<file path="config.mk">
export PLATFORM = sky130hd
export DESIGN_NAME = pc_seq
export DESIGN_NICKNAME = d
export VERILOG_FILES = /design/src/rtl/pc_pkg.sv /design/src/rtl/pc_ret_stack.sv /design/src/rtl/pc_seq.sv
export SDC_FILE = /design/constraint.sdc
export NUM_CORES = 1
export LEC_CHECK = 0
export ABC_AREA = 1
export CAP_MARGIN = 10
export CELL_PAD_IN_SITES_DETAIL_PLACEMENT = 0
export CELL_PAD_IN_SITES_GLOBAL_PLACEMENT = 1
export CORE_ASPECT_RATIO = 0.5
export CORE_MARGIN = 10
export CORE_UTILIZATION = 35
export CTS_BUF_LIST = sky130_fd_sc_hd__clkbuf_8 sky130_fd_sc_hd__clkbuf_16
export CTS_CLUSTER_DIAMETER = 120
export CTS_CLUSTER_SIZE = 16
export DETAILED_ROUTE_END_ITERATION = 10
export GPL_TIMING_DRIVEN = 1
export PLACE_DENSITY_LB_ADDON = 0.1
export SYNTH_ARGS = -nofsm -noshare
export SYNTH_HDL_FRONTEND = slang
export SYNTH_SLANG_ARGS = --single-unit
</file>
<file path="constraint.sdc">
create_clock -name clk -period 2.5 [get_ports clk]
set_input_delay 0.5 -clock clk [delete_from_list [all_inputs] [get_ports clk]]
set_output_delay 0.5 -clock clk [all_outputs]
set_load 0.02 [all_outputs]
</file>
<file path="src/rtl/pc_pkg.sv">
// Shared definitions for the program-counter sequencer: operation select
// and the strobe priority encoder.
package pc_pkg;

    typedef enum logic [2:0] {
        OP_NONE = 3'd0,
        OP_INC  = 3'd1,
        OP_BR   = 3'd2,
        OP_LOAD = 3'd3,
        OP_CALL = 3'd4,
        OP_RET  = 3'd5
    } op_e;

    // clr is handled by the caller; among the rest ret wins, inc loses.
    function automatic op_e op_select(
        input logic ret,
        input logic call,
        input logic load,
        input logic br,
        input logic inc
    );
        op_e op;
        op = OP_NONE;
        if (ret)       op = OP_RET;
        else if (call) op = OP_CALL;
        else if (load) op = OP_LOAD;
        else if (br)   op = OP_BR;
        else if (inc)  op = OP_INC;
        return op;
    endfunction

endpackage

</file>
<file path="src/rtl/pc_ret_stack.sv">
// DEPTH x AW return-address LIFO. Push at full and pop at empty are ignored;
// the storage array itself is not reset.
module pc_ret_stack #(
    parameter int AW    = 6,
    parameter int DEPTH = 4
) (
    input  logic                         clk,
    input  logic                         clr,
    input  logic                         push,
    input  logic                         pop,
    input  logic [AW-1:0]                push_data,
    output logic [AW-1:0]                top,
    output logic [$clog2(DEPTH+1)-1:0]   sp,
    output logic                         full,
    output logic                         empty
);

    localparam int SPW = $clog2(DEPTH+1);

    logic [AW-1:0] mem [DEPTH];
    logic          do_push;
    logic          do_pop;

    assign full    = (sp == SPW'(DEPTH));
    assign empty   = (sp == '0);
    assign do_push = push && !full && !clr;
    assign do_pop  = pop && !empty && !clr;

    always_ff @(posedge clk) begin
        if (clr) begin
            sp <= '0;
        end else if (do_push) begin
            sp <= sp + SPW'(1);
        end else if (do_pop) begin
            sp <= sp - SPW'(1);
        end
    end

    // Entry selection by comparison keeps the sp width independent of the array index width.
    always_ff @(posedge clk) begin
        for (int unsigned i = 0; i < DEPTH; i++) begin
            if (do_push && sp == SPW'(i)) begin
                mem[i] <= push_data;
            end
        end
    end

    always_comb begin
        top = '0;
        for (int unsigned i = 0; i < DEPTH; i++) begin
            if (sp == SPW'(i + 1)) begin
                top = mem[i];
            end
        end
    end

endmodule

</file>
<file path="src/rtl/pc_seq.sv">
// Program-counter sequencer: prioritised inc/branch/jump/call/return with a
// hardware return stack and sticky overflow/underflow flags.
module pc_seq
    import pc_pkg::*;
#(
    parameter int            AW      = 6,
    parameter int            DEPTH   = 4,
    parameter logic [AW-1:0] RST_VAL = '0
) (
    input  logic                         clk,
    input  logic                         clr,
    input  logic [AW-1:0]                data_in,
    input  logic [AW-1:0]                offset,
    input  logic                         load,
    input  logic                         inc,
    input  logic                         br,
    input  logic                         call,
    input  logic                         ret,
    output logic [AW-1:0]                data_out,
    output logic [$clog2(DEPTH+1)-1:0]   sp,
    output logic                         full,
    output logic                         empty,
    output logic                         err_ovf,
    output logic                         err_unf
);

    op_e           op;
    logic          push;
    logic          pop;
    logic [AW-1:0] top;
    logic [AW-1:0] ret_addr;
    logic [AW-1:0] pc_next;

    always_comb op = op_select(ret, call, load, br, inc);

    assign ret_addr = data_out + AW'(1);
    assign push     = !clr && (op == OP_CALL) && !full;
    assign pop      = !clr && (op == OP_RET) && !empty;

    pc_ret_stack #(
        .AW    (AW),
        .DEPTH (DEPTH)
    ) u_stack (
        .clk       (clk),
        .clr       (clr),
        .push      (push),
        .pop       (pop),
        .push_data (ret_addr),
        .top       (top),
        .sp        (sp),
        .full      (full),
        .empty     (empty)
    );

    // A rejected call or return leaves the PC where it was.
    always_comb begin
        pc_next = data_out;
        unique case (op)
            OP_INC:  pc_next = data_out + AW'(1);
            OP_BR:   pc_next = data_out + offset;
            OP_LOAD: pc_next = data_in;
            OP_CALL: if (!full)  pc_next = data_in;
            OP_RET:  if (!empty) pc_next = top;
            default: pc_next = data_out;
        endcase
    end

    always_ff @(posedge clk) begin
        if (clr) begin
            data_out <= RST_VAL;
            err_ovf  <= 1'b0;
            err_unf  <= 1'b0;
        end else begin
            data_out <= pc_next;
            if (op == OP_CALL && full)  err_ovf <= 1'b1;
            if (op == OP_RET && empty)  err_unf <= 1'b1;
        end
    end

endmodule
</file>
# After elaboration in Yosys (flattened, before gate mapping)
# Memories as Yosys holds them, arrays and structs flattened.
# Cells that the tools add are included.
dict set report classes {
  n_addsub 4
  n_mul 0
  div 0
  order_cmp 0
  n_eq_ne 11
  n_shift 0
  mux 31
  bitwise_logic 0
  reduce_logical 24
}
# op count
set op_table {}
lappend op_table {{$mux 6} 9}
lappend op_table {{$pmux 6 s5} 1}
lappend op_table {{$reduce_or 6->1} 3}
lappend op_table {{$logic_and 1x1->1} 14}
lappend op_table {{$eq 3x2->1 const B} 4}
lappend op_table {{$mux 1} 12}
lappend op_table {{$mux 3} 4}
lappend op_table {{$mux 2} 5}
lappend op_table {{$eq 3x3->1 const B} 3}
lappend op_table {{$add 6x1->6 const B} 1}
lappend op_table {{$add 6x6->6} 1}
lappend op_table {{$eq 3x1->1 const B} 2}
lappend op_table {{$reduce_bool 5->1} 1}
lappend op_table {{$ne 2x2->1 const B} 2}
lappend op_table {{$add 3x1->3 const B} 1}
lappend op_table {{$logic_not 1->1} 3}
lappend op_table {{$logic_not 3->1} 1}
lappend op_table {{$reduce_and 3->1} 1}
lappend op_table {{$sub 3x1->3 const B} 1}
lappend op_table {{$reduce_bool 2->1} 1}
dict set report totals {
  regBits 11
  latchBits 0
  mem_bits_rw 24
  romBits 0
  in_bits 19
  out_inout_bits 13
  memories 1
}
# name depth width read_ports rd_ports_with_merged_regs wr line
set mem_list {}
lappend mem_list {u_stack.mem 4 6 4 0 1 pc_ret_stack.sv:20} ;# logic [AW-1:0] mem [DEPTH];

# Logic depth before layout (Yosys ltp)
dict set report depth {
  depth_word 17
  ltp_mapped 12
  depth_no_buf 12
}

# Modules after synthesis
# Synthesis repeated with hierarchy kept, for this count alone.
dict set report hier_totals {
  hier_cells 264
  hier_area_um2 2143.3
}
# module instances cells_per_inst area_each_um2
set modules_own_cells {}
lappend modules_own_cells {pc_ret_stack 1 132 1308.8}
lappend modules_own_cells {pc_seq 1 132 834.6}

# Worst setup path before layout
# Ideal clock, no wire load.
dict set report synth_path {
  kind {flip-flop to flip-flop}
  startpoint {reg u_stack.sp[0]}
  endpoint {mem u_stack.mem[1][0] (enable)}
  arrival_time_ps 1636
  slack_ps 487
  path_stages_with_launch 6
  n_path_buf 0
  period_less_slack_ps 2013
  cell_sequence {dfxtp_1 > inv_1 > ha_1 > nand2_2 > nand4_2 > nor3_1}
}
dict set report synth_between {
  elab_chain_cells 12
  elab_cells_between_ends 30
}
# element line
set synth_rtl {}
lappend synth_rtl {{from (decl)} pc_ret_stack.sv:13} ;# output logic [$clog2(DEPTH+1)-1:0] sp,
lappend synth_rtl {{from (signal assigned)} pc_ret_stack.sv:33} ;# sp <= sp + SPW'(1);
lappend synth_rtl {{from (signal assigned)} pc_ret_stack.sv:35} ;# sp <= sp - SPW'(1);
lappend synth_rtl {{$eq 3x3->1} pc_ret_stack.sv:24} ;# assign full = (sp == SPW'(DEPTH));
lappend synth_rtl {{$logic_not 1->1} {pc_ret_stack.sv:26, pc_seq.sv:37}}
lappend synth_rtl {{$logic_and 1x1->1} pc_seq.sv:37} ;# assign push = !clr && (op == OP_CALL) && !full;
lappend synth_rtl {{$logic_and 1x1->1 (2 in series)} pc_ret_stack.sv:26} ;# assign do_push = push && !full && !clr;
lappend synth_rtl {{$logic_and 1x1->1} pc_ret_stack.sv:42} ;# if (do_push && sp == SPW'(i)) begin
lappend synth_rtl {{$mux 1} pc_ret_stack.sv:42}
lappend synth_rtl {{$mux 1 (not written as such)} pc_ret_stack.sv:43} ;# mem[i] <= push_data;
lappend synth_rtl {{$reduce_or 6->1 (no line)} --}
lappend synth_rtl {{$mux 2 (no line) or $mux 1 (tied branches) (3 in series)} --}
lappend synth_rtl {{to (decl)} pc_ret_stack.sv:20}
# Several ways; a longest one is shown, not always the timed one.

# Final worst setup path
dict set report layout_path {
  startpoint {reg u_stack.sp[1]}
  endpoint {out full}
}
dict set report layout_between {
  elab_chain_cells 1
}
# element line
set layout_rtl {}
lappend layout_rtl {{$eq 3x3->1} pc_ret_stack.sv:24}
lappend layout_rtl {{to (decl)} pc_seq.sv:21} ;# output logic full,
# Every way passes these cells.

==> flow_metrics.py <==
metrics = {
    "global_route": {
        "first_global_vias": 1713,
        "grt_start_max_net_pins": 17,
        "antenna_found_initial": 0,
        "grt_pass1_wl_mm": 8.335,
        "overflow": 0,
        "grt_usage": 0.1096,
    },
    "drt": {
        "vias_per_cell": 4.527,
        "route.detailed.drc": 0,
        "ant_nets": 0,
        "finalWirelength_mm": 5.064,
        "wl_per_cell_um": 13.22,
        "drt_pre_antenna_iters": 4,
        "drtIter0Drc": 69,
        "via_count": 1734,
    },
    "timing": {
        "tightest_slew_ns": 0.5328,
        "fmax_mhz": 430.1,
        "fin_setup_tns_ns": 0,
        "grt_setup_unrepaired": "false",
        "fin_worst_skew_ns": 0.003652,
        "min_period_ns": 2.325,
        "hold_viol_final": 0,
        "setup_violations": 0,
        "finalCritPeriodShare": 0.9300,
        "slew-limit-headroom": 0.6422,
        "final_max_slew_viol_count": 0,
    },
    "critical_path": {
        "slowest_stage": "clkdlybuf4s50_1",
        "crit_type": "flip-flop to output pin",
        "critPathMaxFanout": 8,
        "rrSetupSlack_ns": 0.67,
        "crit_buf_inv": 3,
        "cp_common_cell": "inv_1",
        "path_cells": "inv_1 > ha_1 > nand2_2 > inv_1 > clkdlybuf4s50_1",
        "required_ns": 2.00,
        "arrival_ns": 1.82,
        "end_kind": "output pin",
        "start_kind": "flip-flop",
        "crit_family": "buffers and inverters",
        "slowest_delay_ns": 0.60,
    },
    "cts": {
        "post_cts_buffers": 0,
        "htree_levels": 2,
        "cts-resized-gates": 0,
        "cts_tree": "built",
        "cts_hold_buf": 0,
        "cts_buffers": 5,
        "clk_path_buf_depth": 2,
        "clk_pin_slew_worst_paths_ns": 0.06,
        "cts.sinks": 35,
        "clk_latency_ns": 0.28,
        "clockRootBuffer": "clkbuf_16",
    },
    "floorplanning": {
        "die_area_um2": 9726,
        "rows": 19,
        "io_pins": 32,
        "core_um2": 5658,
        "dieHeight_um": 74.92,
        "die_w_um": 129.8,
        "initial_utilization": 0.3731,
    },
    "hold_path": {
        "worst_hold_path_type": "flip-flop to flip-flop",
    },
    "yosys": {
        "ys_seq_elements": 35,
        "syn_inst": 268,
        "synth_cell_types": 30,
        "ys_seq_area_frac": 0.4458,
        "synth_top_area_share": 0.3414,
        "yosysWarnings": 0,
        "syn_nets": 300,
        "netlist_top_cells_area": "edfxtp_1 (34%), nand2_1 (13%), dfxtp_1 (10%)",
        "syn-cell-area_um2": 2111,
        "avgSynthCellArea_um2": 7.876,
        "synth_top_area_cell": "edfxtp_1",
    },
    "final_layout": {
        "antenna_cells": 0,
        "n_fill_cell": 596,
        "drive_above_1_share": 0.1194,
        "fin_cells": 383,
        "regArea_um2": 940.9,
        "finalNetCount": 341,
        "syn2layout_area_growth_pct": 27.50,
        "multiInputGateArea_um2": 1005,
    },
    "power_and_ir_drop": {
        "power_density_nw_per_um2": 637.3,
        "peakVddDrop_v": 0.0002708,
        "p_leak_nw": 1.189,
        "total_power_mw": 1.715,
    },
    "place": {
        "portBuffers": 31,
        "dpl.cell_count": 375,
        "dpl.hpwl_mm": 4.082,
        "gp_congestion": 0.7620,
    },
    "job": {
        "cap_violations": 0,
    },
    "outcome": {
        "status": "finished, final reports clean",
    },
}
[cell usage after synthesis]
library cell	count
nand2_1	72
nor2_1	38
inv_1	31
nand3_1	29
edfxtp_1	24
ha_1	12
dfxtp_1	11
a21oi_1	10
or2_2	6
inv_2	4
buf_2	3
nand2_2	3
o21ai_0	3
clkbuf_1	2
nor2_2	2
or2_1	2
xnor2_1	2
xor2_1	2
a211oi_1	1
a221oi_2	1
a31oi_1	1
buf_6	1
fa_1	1
nand4_1	1
nand4_2	1
nor3_1	1
nor3_2	1
nor3_4	1
o21a_1	1
o21ai_2	1
[final timing paths]
| check | startpoint | to | cells past startpoint |
|---|---|---|---|
| worst max-delay path | u_stack.sp[1] | full | 5 |
| worst min-delay path | err_unf | err_unf | 1 |
| worst max register to register | u_stack.sp[0] | u_stack.mem[3][3] | 6 |
| worst min register to register | err_unf | err_unf | 1 |
[flip-flops by register name, indices dropped and copies added (netlist names)]
name and count:
data_out 6, u_stack.mem 24, err_unf 1, u_stack.sp 3
err_ovf 1
[stage by stage]
| stage | area, um2 | utilization | setup WS [ns] | hold WS (ns) |
|---|---|---|---|---|
| floorplan | 2111 | - | 0.4870 | 0.5549 |
| global placement | 2546 | 0.4500 | 0.2519 | 0.4522 |
| detailed placement | 2546 | 0.4500 | 0.1960 | 0.4605 |
| CTS | 2691 | 0.4757 | 0.1537 | 0.4768 |
| global route | 2691 | 0.4757 | 0.05664 | 0.5091 |
| finish | 2691 | 0.4757 | 0.1751 | 0.4732 |
[layout by cell type, fill, tap and decap left out]
cell type / instances
o21ai_0: 3
buf_4: 9
or2_1: 2
nor3_4: 1
o21ai_2: 1
o21a_1: 1
a221oi_2: 1
nand4_1: 1
clkbuf_16: 5
a21oi_1: 10
or2_2: 6
nand2_2: 3
clkdlybuf4s50_1: 31
nand2_1: 72
clkinv_2: 1
nor3_2: 1
nor3_1: 1
a31oi_1: 1
ha_1: 12
nand3_1: 29
fa_1: 1
xnor2_1: 2
edfxtp_1: 24
inv_1: 31
nor2_1: 38
a211oi_1: 1
xor2_1: 2
inv_2: 4
nand4_2: 1
dfxtp_1: 11
clkinvlp_4: 2
nor2_2: 2
[kinds of logic after synthesis]
logic type                 count (synthesis)  share of synthesized area
and+or+nand+nor                          157                     0.3266
adders and majority gates                 13                    0.08061
buffers and inverters                     41                    0.07824
AOI/OAI and AO/OA                         18                    0.05217
DFF                                       35                     0.4458
xor gates and xnor gates                   4                    0.01660
[layer usage]
metal / share of wire / GRT usage
met1: 0.55 / 0.1445
met2: 0.42 / 0.1750
met3: 0.025 / 0.02733
met4: 0.0073 / 0.03342
met5: 0 / 0
[cell type report]
cell class,count,share of cell area
flip-flops and latches,35,0.3496
well taps,73,0.03394
multi-input cells,192,0.3733
inverters,35,0.04881
repair buffers,40,0.1404
clock buffers,5,0.04649
clock inverters,3,0.007438
[worst register-to-register path, delay by kind of cell, from the launching register on]
kind	cells	cell delay [ns]
buffers and inverters	2	0.30
AND/OR/NAND/NOR	3	0.62
flip-flops	1	0.37
adder cells (fa/ha/maj)	1	0.25
[report_power, final]
group          leakage (nW)  switching, mW  internal (mW)
Combinational         0.815          0.249          0.179
Clock                0.0658          0.233          0.366
Sequential            0.309         0.0290          0.658
Power figures use the tool's default switching activity.
